[config.mk]
export PLATFORM = sky130hd
export DESIGN_NAME = fir
export DESIGN_NICKNAME = d
export VERILOG_FILES = /design/src/rtl/fir.sv
export SDC_FILE = /design/constraint.sdc
export NUM_CORES = 1
export LEC_CHECK = 0
export ABC_AREA = 1
export ABC_CLOCK_PERIOD_IN_PS = 12400
export CELL_PAD_IN_SITES_DETAIL_PLACEMENT = 0
export CELL_PAD_IN_SITES_GLOBAL_PLACEMENT = 1
export CORE_MARGIN = 2
export CORE_UTILIZATION = 49
export DETAILED_ROUTE_END_ITERATION = 16
export GPL_TIMING_DRIVEN = 1
export PLACE_DENSITY = 0.82
export SETUP_SLACK_MARGIN = 0.5
export SLEW_MARGIN = 25
export SYNTH_ARGS = -nofsm -noshare
export SYNTH_HDL_FRONTEND = slang
export SYNTH_SLANG_ARGS = --single-unit
[constraint.sdc]
create_clock -name clk -period 12.4 [get_ports clk]
set_input_delay 1.86 -clock clk [delete_from_list [all_inputs] [get_ports clk]]
set_output_delay 1.86 -clock clk [all_outputs]
set_load 0.005 [all_outputs]
[src/rtl/fir.sv]
`default_nettype none
// ----------------------------------------------------------------------------
// fir : direct-form FIR, full-precision MAC, arithmetic shift, 32-bit saturate
// Revision: 1.0
// ----------------------------------------------------------------------------
module fir #(
  parameter int                     TAPS   = 8,
  parameter int                     CW     = 16,
  parameter logic [TAPS*CW-1:0]     COEFFS = {16'sd1, 16'sd2, 16'sd3, 16'sd4,
                                              16'sd4, 16'sd3, 16'sd2, 16'sd1},
  parameter int                     SHIFT  = 0
) (
  input  logic        clk,
  input  logic        rst_n,
  input  logic [31:0] x,
  output logic [31:0] y
);

  localparam int PW    = 32 + CW;
  localparam int ACC_W = PW + $clog2(TAPS);

  logic [31:0]             d_q   [1:TAPS-1];
  logic [31:0]             d_d   [1:TAPS-1];
  logic [31:0]             y_q;
  logic [31:0]             y_d;

  logic [31:0]             tap   [0:TAPS-1];
  logic [CW-1:0]           coef  [0:TAPS-1];
  logic signed [PW-1:0]    prod  [0:TAPS-1];
  logic signed [ACC_W-1:0] acc;
  logic signed [ACC_W-1:0] shifted;

  // Tap 0 is the live input; higher taps come from the delay line.
  assign tap[0] = x;

  for (genvar i = 1; i < TAPS; i++) begin : g_tap
    assign tap[i] = d_q[i];
  end

  for (genvar i = 0; i < TAPS; i++) begin : g_mul
    assign coef[i] = COEFFS[i*CW +: CW];
    assign prod[i] = $signed(tap[i]) * $signed(coef[i]);
  end

  always_comb begin
    acc = '0;
    for (int i = 0; i < TAPS; i++) begin
      acc = acc + $signed({{(ACC_W-PW){prod[i][PW-1]}}, prod[i]});
    end
  end

  assign shifted = acc >>> SHIFT;

  // Bits above 31 must all equal the sign bit for the result to fit in 32 bits.
  always_comb begin
    y_d = shifted[31:0];
    if (!shifted[ACC_W-1] && (|shifted[ACC_W-2:31])) begin
      y_d = 32'h7FFF_FFFF;
    end else if (shifted[ACC_W-1] && !(&shifted[ACC_W-2:31])) begin
      y_d = 32'h8000_0000;
    end
  end

  always_comb begin
    d_d[1] = x;
    for (int i = 2; i < TAPS; i++) begin
      d_d[i] = d_q[i-1];
    end
  end

  always_ff @(posedge clk) begin
    if (!rst_n) begin
      y_q <= '0;
      for (int i = 1; i < TAPS; i++) begin
        d_q[i] <= '0;
      end
    end else begin
      y_q <= y_d;
      for (int i = 1; i < TAPS; i++) begin
        d_q[i] <= d_d[i];
      end
    end
  end

  assign y = y_q;

endmodule
`default_nettype wire

==> results.toml <==
[floorplanning]
core_area_um2 = 35300
ios = 66
num_rows = 69
initial_core_util_pct = 49.4
die_area_um2 = 37100
die_x_um = 193
fp.dieH_um = 193

[worst_setup_path]
cp.required_ns = 12.82
r2r-end = "y[1]"
crit_family = "adder cells"
setup.worst_path.start = "x[3]"
cpPeakStageDelay_ns = 0.55
ff2ff_setup_slack_ns = 6.67
cp-end-kind = "flop"
cp_num_buf_inv = 5
crit_cells = 26
cp_common_cell = "nand2_1"
cp_data_arrival_time_ns = 7.62
worst_setup_path_start_kind = "input pin"
crit_type = "input pin to flop"
r2r_start = "d_q[0][97]"
reg2reg_depth = 25
crit_path_top_delay_cell = "fa_1"
path_max_fanout = 32
crit_end = "y[1]"

[placement]
dp_hpwl_um = 25900
io_buffer_count = 65
gp_congestion = 0.881

[synthesis]
syn-num-nets = 2395
syn_inst = 1991
synth_seq_cells = 256
synth.cell_area_um2 = 17400
yosysWarnings = 0
ys_types = 34
syn_area_per_cell_um2 = 8.76
synth_seq_area_share_pct = 29.4

[final_layout]
fill_cells = 3182
final_util_pct = 55.2
ff_latch_area_um2 = 5120
multi_input_area_um2 = 9670
drive_above_1_share_pct = 5.48
area_growth_pct = 11.9
n_antenna_cell = 0
nNetsFinal = 2461

[power]
power_density_nw_per_um2 = 155
cellLeakagePower_nw = 11.6
ir_drop_uv = 116

[detailed_routing]
routed_wl_um = 32300
drc = 0
detail_route.vias_per_cell = 4.39
post_drt_wl_per_cell_um = 12.7
drtIter0Drc = 438
vias = 11200
dr.pass1.iters = 5
ant_nets = 0

[cts]
post_cts_buffers = 0
cts.repair.resized = 0
cts_inserted_buffers = 30
clk_pin_slew_ns = 0.06
tritoncts = "built"
cts.sinks = 256
cts.hold.buffers_added = 0
htreeDepth = 1
clockBufferDepth = 3
insertion_delay_ns = 0.57
ctsRootBufferMaster = "clkbuf_16"

[timing]
rsz0062_at_grt = "false"
final_max_slew_viol_count = 0
tightest_slew_ns = 0.872
finalCritPeriodShare_pct = 58.1
max_slew_margin_pct = 41.9
max_freq_mhz = 139
post-route-min-period_ns = 7.20
setup_viol = 0
skew_ns = 0.0161
finalSetupTns_ns = 0
final_hold_viol_count = 0

[global_routing]
antenna_found_initial = 0
grt_pass1_wl_um = 56900
grt_pass1_vias = 11900
grt.total_usage_pct = 19.0
grt_overflow_total = 0
grt_max_degree = 92

[run_status]
outcome = "complete, no violations"

[run]
cap_violations = 0

[min_path]
hp-class = "flop to flop"
[layout make-up]
| cell class | count | area share (%) |
|---|---|---|
| Timing Repair Buffer | 68 | 3.46 |
| Clock buffer | 44 | 4.48 |
| Tap cell | 461 | 2.96 |
| Multi-Input combinational cell | 1052 | 49.6 |
| Inverter | 649 | 12.5 |
| Sequential cell | 256 | 26.3 |
| Clock inverter | 12 | 0.757 |
[flip-flops by register name, summed over array words and instances, names as in the netlist]
| register | flops |
|---|---|
| d_q | 224 |
| y | 32 |
[synthesized netlist by cell type, drive strengths merged]
cell type / count / share of area, %
a21oi: 59 / 2.3
nand3b: 1 / 0.065
nand2: 486 / 11
and2: 1 / 0.036
xor2: 19 / 0.95
nor3: 5 / 0.17
buf: 11 / 0.65
or2: 1 / 0.036
nor2: 55 / 1.4
nor4: 1 / 0.036
ha: 108 / 7.8
a31oi: 4 / 0.14
clkbuf: 22 / 0.47
dfxtp: 256 / 29
fa: 262 / 30
nor3b: 1 / 0.043
xnor2: 7 / 0.35
and3: 1 / 0.036
inv: 649 / 14
o21bai: 3 / 0.13
dlygate4sd3: 1 / 0.057
nand3: 28 / 0.86
o21ai: 9 / 0.26
nand4: 1 / 0.036
[worst min-delay path by stage]
| stage | from | endpoint | cells past startpoint |
|---|---|---|---|
| 2_1_floorplan | d_q[0][192] | d_q[0][224] | 2 |
| 3_3_place_gp | d_q[0][32] | d_q[0][64] | 2 |
| 3_5_place_dp | d_q[0][32] | d_q[0][64] | 2 |
| 4_1_cts | d_q[0][32] | d_q[0][64] | 2 |
| 5_1_grt | d_q[0][32] | d_q[0][64] | 2 |
| 6_report | d_q[0][32] | d_q[0][64] | 2 |
[worst min-delay path, delay by kind of cell (launching register included)]
kind / cells / cell delay [ns]
simple gates: 1 / 0.05
buf+inv: 1 / 0.03
flops: 1 / 0.31
[report_power, final]
group          switching, mW  internal (mW)  leakage (nW)
combinational          0.713          0.460          8.97
clock                  0.356          0.550         0.498
sequential            0.0522          0.888          2.09
[stage by stage]
step,hold slack [ns],power (mW),worst slack [ns],instance area [µm²],cells
final,0.423,3.02,5.20,19500,2542
after global routing,0.456,3.27,4.77,19500,2542
after CTS,0.431,3.06,5.20,19500,2542
after detailed placement,0.422,2.13,4.64,18500,2486
after global placement,0.421,2.14,4.73,18500,2486
after floorplan,0.407,1.80,5.81,17400,1991
[cells by family (layout without fill, tap and decap cells)]
logic type | count (synthesis) | in the layout | share of synthesized area, %
buffers and inverters | 683 | 773 | 15.1
and+or+nand+nor | 581 | 581 | 13.4
adders and majority gates | 370 | 370 | 37.8
DFF | 256 | 256 | 29.4
AOI/OAI and AO/OA | 75 | 75 | 2.87
xor gates and xnor gates | 26 | 26 | 1.31
[metal layers]
metal,vias up,part of all wire (%),GRT usage [%]
met2,141,48,32.5
met1,5249,47,25.7
li1,5720,-,-
met4,0,1.6,4.14
met5,-,0,0
met3,46,3.7,2.71
[cells in the final DEF (no fill, tap or decap), types with 2 or more instances in the layout]
cell type / count
nand2_2: 15
clkdlybuf4s50_1: 64
nor2_2: 9
clkinvlp_4: 2
o21ai_0: 9
a21oi_2: 30
ha_1: 108
dfxtp_1: 256
inv_1: 648
nor2_1: 45
clkbuf_1: 8
a31oi_1: 4
fa_1: 262
buf_4: 3
clkbuf_16: 31
nand2_4: 2
xor2_1: 19
nand3_1: 26
clkbuf_8: 5
nand3_2: 2
o21bai_1: 3
clkinv_2: 5
clkinv_4: 2
a21oi_1: 29
nand2_1: 469
bufinv_16: 3
xnor2_1: 7
nor3_1: 4
Power figures use the tool's default switching activity.
